**src/rtl/neuron_spike_pkg.sv**
```systemverilog
// neuron_spike_pkg
// Shared constants for the spike output FIFO: register offsets inside the
// 512-byte Wishbone window, CTRL bit indices, STATUS bit positions, the CTRL
// command struct and a STATUS packing helper.
package neuron_spike_pkg;

    // Register offsets (byte offset within the window)
    localparam logic [8:0] DATA_OFS   = 9'h000;
    localparam logic [8:0] STATUS_OFS = 9'h100;
    localparam logic [8:0] CTRL_OFS   = 9'h104;

    // CTRL bit indices
    localparam int unsigned POP_BIT     = 0;
    localparam int unsigned CLR_OVF_BIT = 1;
    localparam int unsigned FLUSH_BIT   = 2;

    // STATUS bit positions
    localparam int unsigned ST_COUNT_LSB = 0;
    localparam int unsigned ST_EMPTY_BIT = 8;
    localparam int unsigned ST_FULL_BIT  = 9;
    localparam int unsigned ST_OVF_BIT   = 10;
    localparam int unsigned ST_DROP_LSB  = 16;
    localparam int unsigned ST_IRQ_BIT   = 31;

    // Decoded CTRL write, one bit per single-shot action
    typedef struct packed {
        logic flush;
        logic clr_ovf;
        logic pop;
    } ctrl_cmd_t;

    function automatic logic [31:0] pack_status(
        input logic [7:0] count,
        input logic       empty,
        input logic       full,
        input logic       ovf,
        input logic [7:0] drop_cnt,
        input logic       irq
    );
        logic [31:0] s;
        s = '0;
        s[ST_COUNT_LSB +: 8] = count;
        s[ST_EMPTY_BIT]      = empty;
        s[ST_FULL_BIT]       = full;
        s[ST_OVF_BIT]        = ovf;
        s[ST_DROP_LSB +: 8]  = drop_cnt;
        s[ST_IRQ_BIT]        = irq;
        return s;
    endfunction

endpackage

```
**src/rtl/spike_vec_fifo.sv**
```systemverilog
// spike_vec_fifo
// Circular buffer of DEPTH whole spike vectors (WIDTH bits each).
// Priority: flush > push/pop. A push while full only lands if a pop happens
// in the same cycle; a pop while empty is ignored.
// Ports:
//   clk_i, rst_i   clock, asynchronous active-high reset
//   push_i         write wdata_i at the tail
//   pop_i          discard the head entry
//   flush_i        empty the FIFO, discarding any same-cycle push/pop
//   wdata_i        vector to push
//   head_o         head vector (combinational, undefined when empty)
//   count_o        occupancy 0..DEPTH
//   empty_o/full_o occupancy flags
//   drop_o         push rejected this cycle because the FIFO is full
module spike_vec_fifo
    import neuron_spike_pkg::*;
#(
    parameter int unsigned WIDTH = 256,
    parameter int unsigned DEPTH = 4
) (
    input  logic             clk_i,
    input  logic             rst_i,
    input  logic             push_i,
    input  logic             pop_i,
    input  logic             flush_i,
    input  logic [WIDTH-1:0] wdata_i,
    output logic [WIDTH-1:0] head_o,
    output logic [7:0]       count_o,
    output logic             empty_o,
    output logic             full_o,
    output logic             drop_o
);

    localparam int unsigned     PtrW     = (DEPTH > 1) ? $clog2(DEPTH) : 1;
    localparam logic [PtrW-1:0] LastPtr  = PtrW'(DEPTH - 1);
    localparam logic [7:0]      DepthCnt = 8'(DEPTH);

    logic [WIDTH-1:0] mem_q [DEPTH];
    logic [PtrW-1:0]  rd_ptr_q, rd_ptr_d;
    logic [PtrW-1:0]  wr_ptr_q, wr_ptr_d;
    logic [7:0]       count_q, count_d;
    logic             do_push, do_pop, mem_we;

    function automatic logic [PtrW-1:0] inc_ptr(input logic [PtrW-1:0] p);
        return (p == LastPtr) ? '0 : p + PtrW'(1);
    endfunction

    always_comb begin
        empty_o = (count_q == 8'd0);
        full_o  = (count_q == DepthCnt);
        do_pop  = pop_i & ~empty_o;
        // A pop frees a slot in the same cycle, so push-while-full still lands
        do_push = push_i & (~full_o | do_pop);
        // Full implies non-empty, so any pop request here is effective
        drop_o  = push_i & full_o & ~pop_i & ~flush_i;
        mem_we  = do_push & ~flush_i;

        rd_ptr_d = rd_ptr_q;
        wr_ptr_d = wr_ptr_q;
        count_d  = count_q;
        if (flush_i) begin
            rd_ptr_d = '0;
            wr_ptr_d = '0;
            count_d  = '0;
        end else begin
            if (do_push) wr_ptr_d = inc_ptr(wr_ptr_q);
            if (do_pop)  rd_ptr_d = inc_ptr(rd_ptr_q);
            unique case ({do_push, do_pop})
                2'b10:   count_d = count_q + 8'd1;
                2'b01:   count_d = count_q - 8'd1;
                default: count_d = count_q;
            endcase
        end
    end

    always_ff @(posedge clk_i or posedge rst_i) begin
        if (rst_i) begin
            rd_ptr_q <= '0;
            wr_ptr_q <= '0;
            count_q  <= '0;
        end else begin
            rd_ptr_q <= rd_ptr_d;
            wr_ptr_q <= wr_ptr_d;
            count_q  <= count_d;
        end
    end

    // Storage needs no reset; it is only visible through the head when non-empty
    always_ff @(posedge clk_i) begin
        if (mem_we) mem_q[wr_ptr_q] <= wdata_i;
    end

    assign head_o  = mem_q[rd_ptr_q];
    assign count_o = count_q;

endmodule

```
**src/rtl/neuron_spike_out_fifo.sv**
```systemverilog
// neuron_spike_out_fifo
// Buffers DEPTH spike vectors (NUM_WORDS x 32 bits) pushed by the core and
// exposes them to the host over a Wishbone slave window at BASE_ADDR:
//   0x000.. DATA   head vector word off[7:2] (0 when empty)
//   0x100   STATUS count, empty, full, sticky overflow, drop_cnt, [irq]
//   0x104   CTRL   write-only: bit0 POP, bit1 CLR_OVF, bit2 FLUSH (sel[0] gated)
// Optional feature macro SPIKE_OUT_FIFO_IRQ_EN adds IRQ_THRESHOLD and irq_o.
// Ports:
//   wb_clk_i, wb_rst_i           clock, asynchronous active-high reset
//   wbs_cyc_i/stb_i/we_i/sel_i   Wishbone request
//   wbs_adr_i/dat_i              byte address, write data
//   wbs_ack_o/dat_o              single-cycle ack, registered read data
//   external_spike_data_i        vector from the core
//   external_write_en_i          one-cycle push strobe
//   irq_o                        (optional) registered interrupt level
module neuron_spike_out_fifo
    import neuron_spike_pkg::*;
#(
    parameter int unsigned NUM_WORDS = 8,
    parameter int unsigned DEPTH     = 4,
    parameter logic [31:0] BASE_ADDR = 32'h3000_8000
`ifdef SPIKE_OUT_FIFO_IRQ_EN
    ,
    parameter int unsigned IRQ_THRESHOLD = 1
`endif
) (
    input  logic                    wb_clk_i,
    input  logic                    wb_rst_i,
    input  logic                    wbs_cyc_i,
    input  logic                    wbs_stb_i,
    input  logic                    wbs_we_i,
    input  logic [3:0]              wbs_sel_i,
    input  logic [31:0]             wbs_adr_i,
    input  logic [31:0]             wbs_dat_i,
    output logic                    wbs_ack_o,
    output logic [31:0]             wbs_dat_o,
    input  logic [32*NUM_WORDS-1:0] external_spike_data_i,
    input  logic                    external_write_en_i
`ifdef SPIKE_OUT_FIFO_IRQ_EN
    ,
    output logic                    irq_o
`endif
);

    localparam int unsigned WIDTH = 32 * NUM_WORDS;

    logic [8:0]       off;
    logic             hit, req, data_hit, ctrl_wr;
    ctrl_cmd_t        cmd;
    logic [31:0]      head_word, status_word, rdata;
    logic             ack_q;
    logic [31:0]      dat_q, dat_d;
    logic             ovf_q, ovf_d;
    logic [7:0]       drop_q, drop_d;
    logic             irq_bit;

    logic [WIDTH-1:0] fifo_head;
    logic [7:0]       fifo_count;
    logic             fifo_empty, fifo_full, fifo_drop;

    // Byte lanes and upper data bits beyond CTRL[2:0] carry no meaning here
    logic unused_wb;
    assign unused_wb = ^{wbs_adr_i[1:0], wbs_sel_i[3:1], wbs_dat_i[31:3]};

    // Request decode; ack_q blocks re-triggering so held requests ack every other cycle
    always_comb begin
        off      = wbs_adr_i[8:0];
        hit      = (wbs_adr_i[31:9] == BASE_ADDR[31:9]);
        req      = wbs_cyc_i & wbs_stb_i & hit & ~ack_q;
        data_hit = ((off & 9'h100) == DATA_OFS) && ({26'd0, off[7:2]} < NUM_WORDS);
        ctrl_wr  = req & wbs_we_i & (off == CTRL_OFS) & wbs_sel_i[0];

        cmd = '0;
        if (ctrl_wr) begin
            cmd.pop     = wbs_dat_i[POP_BIT];
            cmd.clr_ovf = wbs_dat_i[CLR_OVF_BIT];
            cmd.flush   = wbs_dat_i[FLUSH_BIT];
        end
    end

    spike_vec_fifo #(
        .WIDTH (WIDTH),
        .DEPTH (DEPTH)
    ) u_fifo (
        .clk_i   (wb_clk_i),
        .rst_i   (wb_rst_i),
        .push_i  (external_write_en_i),
        .pop_i   (cmd.pop),
        .flush_i (cmd.flush),
        .wdata_i (external_spike_data_i),
        .head_o  (fifo_head),
        .count_o (fifo_count),
        .empty_o (fifo_empty),
        .full_o  (fifo_full),
        .drop_o  (fifo_drop)
    );

    // Head word select
    always_comb begin
        head_word = '0;
        for (int unsigned i = 0; i < NUM_WORDS; i++) begin
            if (off[7:2] == 6'(i)) head_word = fifo_head[i*32 +: 32];
        end
    end

    always_comb begin
        status_word = pack_status(fifo_count, fifo_empty, fifo_full, ovf_q, drop_q, irq_bit);
        if (data_hit) begin
            rdata = fifo_empty ? 32'd0 : head_word;
        end else if (off == STATUS_OFS) begin
            rdata = status_word;
        end else begin
            rdata = 32'd0;
        end
        dat_d = (req & ~wbs_we_i) ? rdata : 32'd0;
    end

    // Clear is applied first so a same-cycle drop wins and leaves drop_cnt = 1
    always_comb begin
        ovf_d  = ovf_q;
        drop_d = drop_q;
        if (cmd.clr_ovf) begin
            ovf_d  = 1'b0;
            drop_d = 8'd0;
        end
        if (fifo_drop) begin
            ovf_d = 1'b1;
            if (drop_d != 8'hFF) drop_d = drop_d + 8'd1;
        end
    end

    always_ff @(posedge wb_clk_i or posedge wb_rst_i) begin
        if (wb_rst_i) begin
            ack_q  <= 1'b0;
            dat_q  <= '0;
            ovf_q  <= 1'b0;
            drop_q <= '0;
        end else begin
            ack_q  <= req;
            dat_q  <= dat_d;
            ovf_q  <= ovf_d;
            drop_q <= drop_d;
        end
    end

`ifdef SPIKE_OUT_FIFO_IRQ_EN
    logic irq_q, irq_d;

    assign irq_d = (32'(fifo_count) >= IRQ_THRESHOLD) | ovf_q;

    always_ff @(posedge wb_clk_i or posedge wb_rst_i) begin
        if (wb_rst_i) irq_q <= 1'b0;
        else          irq_q <= irq_d;
    end

    assign irq_bit = irq_q;
    assign irq_o   = irq_q;
`else
    assign irq_bit = 1'b0;
`endif

    assign wbs_ack_o = ack_q;
    assign wbs_dat_o = dat_q;

endmodule

```
**config.mk**
```make
export PLATFORM = sky130hd
export DESIGN_NAME = neuron_spike_out_fifo
export DESIGN_NICKNAME = d
export VERILOG_FILES = /design/src/rtl/neuron_spike_pkg.sv /design/src/rtl/spike_vec_fifo.sv /design/src/rtl/neuron_spike_out_fifo.sv
export SDC_FILE = /design/constraint.sdc
export NUM_CORES = 1
export LEC_CHECK = 0
export ABC_AREA = 1
export CORE_ASPECT_RATIO = 1.25
export CORE_MARGIN = 4
export CORE_UTILIZATION = 40
export DETAILED_ROUTE_END_ITERATION = 8
export GPL_ROUTABILITY_DRIVEN = 0
export SKIP_LAST_GASP = 1
export SLEW_MARGIN = 20
export SYNTH_ARGS = -nofsm -noshare
export SYNTH_HDL_FRONTEND = slang
export SYNTH_SLANG_ARGS = --single-unit
```
**constraint.sdc**
```tcl
create_clock -name wb_clk_i -period 14.5 [get_ports wb_clk_i]
set_input_delay 2.175 -clock wb_clk_i [delete_from_list [all_inputs] [get_ports wb_clk_i]]
set_output_delay 2.175 -clock wb_clk_i [all_outputs]
set_load 0.02 [all_outputs]
```
==> results by group, run 1 <==
Run status
  – Status: finished clean

Layout
  – Design area: 50700 um2
  – Layout net count: 3825
  – Finished Core Util: 48.1%
  – Layout cells sized above 1: 6.37%
  – Synth-to-layout area growth: 19.1%

Synth
  – Warnings from Yosys: 0
  – Flops & latches, synth: 1078
  – Most used DFF post-synth: edfxtp_1
  – Cell variety after synth: 44
  – Mapped Area: 42600 um2
  – Post-synth EDFFs: 1024
  – Leading area contributor after synthesis: edfxtp_1
  – Post-synthesis cell count: 3219
  – Most numerous cell in the Yosys netlist: edfxtp_1
  – Synth area leaders: edfxtp_1 72%, o21ai_0 4.2%, nand2_1 4.2%, dfrtp_1 3.2%, nor2_1 3.0%
  – Synth cell count leaders: 1024 x edfxtp_1, 472 x nand2_1, 355 x o21ai_0
  – Syn Nets: 3556
  – Share of the synthesized area in the top cell type: 72.2%
  – Mean post-synth cell area: 13.2 um2
  – Ys async rst share: 5.01%
  – Sequential share of the synthesized area: 75.4%

Clock tree
  – Post-CTS Resized: 0
  – Setup Buffers After CTS: 0
  – Cell at the root of the clock tree: clkbuf_16
  – TritonCTS Buffers: 107
  – TritonCTS Sinks: 1078
  – Clock latency on the worst-skew pair: 0.71 ns
  – TritonCTS clock tree: built
  – Number of hold buffers added after cts: 0
  – CTS Buffer Depth: 3
  – CTS clock-pin slew for the worst setup and hold paths: 0.06 ns
  – Htree depth: 3

Floorplanning
  – Die outline area: 112000 um2
  – Die Wd: 300 um
  – Die height: 373 um
  – Site row count: 133
  – Initial Util: 40.4%
  – Placeable Area: 106000 um2
  – I/O pins: 363

Global route
  – First-pass GRT wire length: 167000 um
  – Largest net degree at the start of global routing: 229
  – Initial antenna violation count: 47
  – Remaining Overflow, GRT: 0
  – All-Layer GR Usage: 19.9%
  – Vias in the first global route: 26000

Drt
  – Drt via density: 5.35
  – # DRC: 0
  – Drt first pass iters: 5
  – Routed len/inst: 22.8 um
  – DR vias: 26900
  – DR iter-0 viols: 2124
  – Drt total wl: 115000 um
  – DRT antenna net count: 0

Timing
  – Final Max Tran Viols: 0
  – Setup WS post-layout: 8.13 ns
  – Min Hold Slack: 0.514 ns
  – Achievable Freq: 157 MHz
  – Final period demand of the worst path: 6.37 ns
  – Rel. slew slack: 25.5%
  – Setup violators final: 0
  – Final Hold Violating Endpoints: 0
  – Setup Skew: 0.0215 ns
  – Worst-Margin Slew: 1.12 ns
  – RSZ-0062 raised after global routing: no
  – Tcrit/Tclk final: 43.9%

Worst setup path
  – CP Max Fanout: 58
  – Nature of the critical path endpoint: flip-flop
  – Worst Path Required: 14.83 ns
  – Worst setup path start: wbs_adr_i[2]
  – Crit path launch type: input port
  – Crit Path Class: input port to flip-flop
  – Worst path arrival time: 6.70 ns
  – Worst r2r src: u_fifo.rd_ptr_q[1]

Power and ir drop
  – Pwr dens: 151 nW/um2
  – VDD IR-drop max: 0.112 mV
  – Leakage power: 16.7 nW

Placement
  – Pre-CTS setup slack: 7.35 ns
  – Placed cell area: 47200 um2
  – HPWL after DPL: 65900 um
  – PortBufs: 330

Flow run
  – Max_cap viols: 0

Worst hold path
  – Min-delay worst type: flip-flop to flip-flop
  – Hold wc startpoint: u_fifo.count_o[6]
==> power by group <==
part           switching, mW  internal (mW)  total [mW]
clock                   1.18           1.50        2.68
sequential             0.113           4.06        4.17
combinational          0.582          0.207       0.789
total                   1.87           5.77        7.64
==> routing by layer <==
| layer | routed length [um] | GRT usage [%] | up-vias |
|---|---|---|---|
| met5 | 135 | 0 | - |
| met4 | 3810 | 8.64 | 18 |
| met3 | 6770 | 3.84 | 207 |
| met2 | 58300 | 33.9 | 770 |
| met1 | 45700 | 24.8 | 13400 |
| li1 | - | - | 12500 |
==> worst max-delay path, stage by stage <==
cell and delay [ns]:
clkdlybuf4s50_1 0.54, inv_2 0.06, nor2_4 0.09, nand3_2 0.06
buf_4 0.33, nor2_4 0.27, nand4_4 0.18, nand2_1 0.10
nand2_1 0.07, inv_1 0.08, nand2_1 0.24, nor2_4 0.79
buf_4 0.70, buf_4 0.83
==> layout make-up <==
type / count / area (um2)
Inverter: 96 / 375
Tap cell: 1417 / 1770
Fill cell: 9237 / 54800
Timing Repair Buffer: 370 / 3710
Multi-Input combinational cell: 1835 / 9290
Antenna cell: 32 / 80.1
Clock buffer: 136 / 2810
Clock inverter: 65 / 582
Sequential cell: 1078 / 32100
==> final timing paths <==
| check | endpoint | slack (ns) | cells past startpoint |
|---|---|---|---|
| hold / removal | u_fifo.count_o[6] | 0.51 | 2 |
| hold reg to reg | u_fifo.count_o[6] | 0.51 | 2 |
| min in group asynchronous | wbs_dat_o[25] | 2.02 | 3 |
| setup / recovery | u_fifo.mem_q[3][151] | 8.13 | 14 |
| setup reg to reg | wbs_dat_o[30] | 9.55 | 10 |
| max in group asynchronous | u_fifo.rd_ptr_q[0] | 11.85 | 3 |
==> layout by cell type, fill, tap and decap left out, types with 5 or more instances in the layout <==
master / netlist / final
buf_12: 0 / 7
o211ai_1: 32 / 32
dfrtp_1: 54 / 52
bufinv_16: 0 / 7
clkdlybuf4s50_1: 0 / 330
a22oi_1: 42 / 42
nand2_1: 472 / 472
nor2_4: 4 / 14
edfxtp_1: 1024 / 1024
ha_1: 7 / 7
clkinv_1: 1 / 25
nor2_1: 335 / 327
diode_2: 0 / 32
clkinv_2: 0 / 17
o21ai_0: 355 / 355
a32o_1: 45 / 45
a221oi_1: 6 / 6
clkbuf_1: 117 / 27
a31oi_1: 5 / 5
o22ai_1: 68 / 68
buf_4: 3 / 32
nand3_1: 100 / 100
o221ai_1: 79 / 79
a21oi_1: 239 / 239
clkbuf_16: 0 / 107
xor2_1: 6 / 6
inv_1: 92 / 89
==> flip-flops by register name (all words and copies together), names as in the netlist <==
name	cells
u_fifo.count_o	8
u_fifo.rd_ptr_q	2
u_fifo.wr_ptr_q	2
wbs_ack_o	1
drop_q	8
ovf_q	1
wbs_dat_o	32
u_fifo.mem_q	1024
==> cell families after synthesis <==
family                   after synthesis  synth area share [%]
AND/OR/NAND/NOR                      936                  8.84
adder cells (fa/ha/maj)                7                 0.206
flip-flops                          1078                  75.4
multiplexers                           1                0.0264
XOR/XNOR                               7                 0.144
buffers and inverters                306                  2.97
AO/OA/AOI/OAI                        884                  12.4
==> metrics by stage <==
stage,power (mW),setup TNS [ns],instances
after CTS,7.72,0,4996
after global routing,7.95,0,5017
final,7.64,0,5029
after floorplan,4.90,-165.61,3219
after detailed placement,5.04,0,4795
after global placement,5.03,0,4795
No activity file was read; power rests on OpenSTA's default activity.
==> inputs of run 2 (changes only) <==
- clock period: 14.5 -> 5.35 ns (I/O delays scaled with it)
==> results by group, run 2 (synthesized netlist as in run 1, its figures left out) <==
Global route
  – Remaining Overflow, GRT: 0
  – First-pass GRT wire length: 168000 um
  – All-Layer GR Usage: 19.9%
  – Vias in the first global route: 26300
  – Largest net degree at the start of global routing: 178
  – Initial antenna violation count: 49

Power and ir drop
  – Pwr dens: 407 nW/um2
  – Total chip power: 20.8 mW
  – VDD IR-drop max: 0.409 mV
  – Leakage power: 16.8 nW

Layout
  – Top reg by flops: u_fifo.mem_q
  – Finished Core Util: 48.3%
  – Most frequent cells in the layout: 1024 x edfxtp_1, 469 x nand2_1, 355 x o21ai_0
  – Design area: 51000 um2
  – Non-Filler Instances: 5036
  – Layout cells sized above 1: 6.93%
  – Layout net count: 3841
  – Max reg flops: 1024
  – Synth-to-layout area growth: 19.8%
  – Commonest non-fill, non-tap cell in the layout: edfxtp_1

Drt
  – Drt first pass iters: 5
  – Drt via density: 5.37
  – DR vias: 27000
  – DRT antenna net count: 0
  – Routed len/inst: 22.8 um
  – Drt total wl: 115000 um
  – # DRC: 0
  – DR iter-0 viols: 1937

Worst setup path
  – Crit path launch type: flip-flop
  – Crit path largest cell delay: 0.65 ns
  – Nature of the critical path endpoint: flip-flop
  – Worst Path Required: 5.93 ns
  – Critical-path top delay cell: dfrtp_4
  – Delay-heaviest family, CP: compound AO/OA/AOI/OAI gates
  – Worst path most repeated cell: nand3_1
  – R2R Setup Slk: 2.00 ns
  – Crit Path Class: flip-flop to flip-flop
  – CP Cell Sequence: inv_8, buf_12, nand2_1, a32o_1, o211ai_1, o22ai_1, nand3_1, nand3_1, a21oi_1
  – CP Max Fanout: 108
  – Worst path arrival time: 3.94 ns
  – CP Buf/Inv Count: 2

Floorplanning
  – Initial Util: 40.4%
  – Site row count: 133
  – Placeable Area: 106000 um2
  – Die outline area: 112000 um2
  – Die Wd: 300 um
  – Die height: 373 um
  – I/O pins: 363

Timing
  – Final Hold Violating Endpoints: 0
  – Worst-Margin Slew: 1.03 ns
  – Final period demand of the worst path: 3.35 ns
  – Setup violators final: 0
  – RSZ-0062 raised after global routing: no
  – Setup TNS: 0 ns
  – Final Max Tran Viols: 0
  – Rel. slew slack: 31.2%
  – Min Hold Slack: 0.495 ns
  – Setup WS post-layout: 2.00 ns
  – Setup Skew: 0.0285 ns
  – Tcrit/Tclk final: 62.7%
  – Achievable Freq: 298 MHz

Clock tree
  – Cell at the root of the clock tree: clkbuf_16
  – Post-CTS Resized: 0
  – TritonCTS clock tree: built
  – Number of hold buffers added after cts: 0
  – CTS Buffer Depth: 3
  – Setup Buffers After CTS: 0
  – Clock latency on the worst-skew pair: 0.70 ns
  – Htree depth: 3
  – TritonCTS Buffers: 106
  – CTS clock-pin slew for the worst setup and hold paths: 0.06 ns
  – TritonCTS Sinks: 1078

Flow run
  – Max_cap viols: 0

Run status
  – Status: finished clean

Placement
  – Placed cell area: 47600 um2
  – Pre-CTS setup slack: 1.31 ns
  – PortBufs: 330
  – HPWL after DPL: 68600 um
  – Post-Place Cells: 4813

Worst hold path
  – Min-delay worst type: flip-flop to flip-flop
[run 2: cell types whose count changed in the layout (fill, tap and decap cells not counted), sizes merged]
cell and change:
diode -5, clkinvlp +5, inv -3, buf +17, clkbuf +3, clkinv -10
[run 2: worst min-delay path, delay by kind of cell (launching register included)]
kind             cells  cell delay [ns]
flip-flops           1             0.35
AND/OR/NAND/NOR      2             0.11
[run 2: area by class of cell]
class,instances,area [um2]
repair buffers,387,3990
fillers,9232,54500
flip-flops and latches,1078,32100
clock inverters,57,518
diodes,27,67.6
multi-input cells,1835,9300
inverters,96,375
well taps,1417,1770
clock buffers,139,2870
[run 2: power breakdown]
| group | switching (mW) | internal, mW | leakage, nW |
|---|---|---|---|
| clock | 3.11 | 4.12 | 1.63 |
| sequential | 0.307 | 11.0 | 10.1 |
| combinational | 1.62 | 0.649 | 5.04 |
[run 2: layer usage]
layer	vias up	share of wire, %	global-route usage [%]
met2	675	52	34.6
met4	34	3.1	8.39
met3	208	5.8	4.27
met1	13600	39	24.0
met5	-	0.20	0
li1	12600	-	-
[run 2: final timing paths]
path | startpoint | cells past startpoint | end
worst max-delay path | u_fifo.rd_ptr_q[0] | 9 | wbs_dat_o[23]
worst min-delay path | ovf_q | 2 | ovf_q
worst max register to register | u_fifo.rd_ptr_q[0] | 9 | wbs_dat_o[23]
worst min register to register | ovf_q | 2 | ovf_q
max in group asynchronous | wb_rst_i | 3 | wbs_dat_o[4]
min in group asynchronous | wb_rst_i | 2 | wbs_dat_o[12]
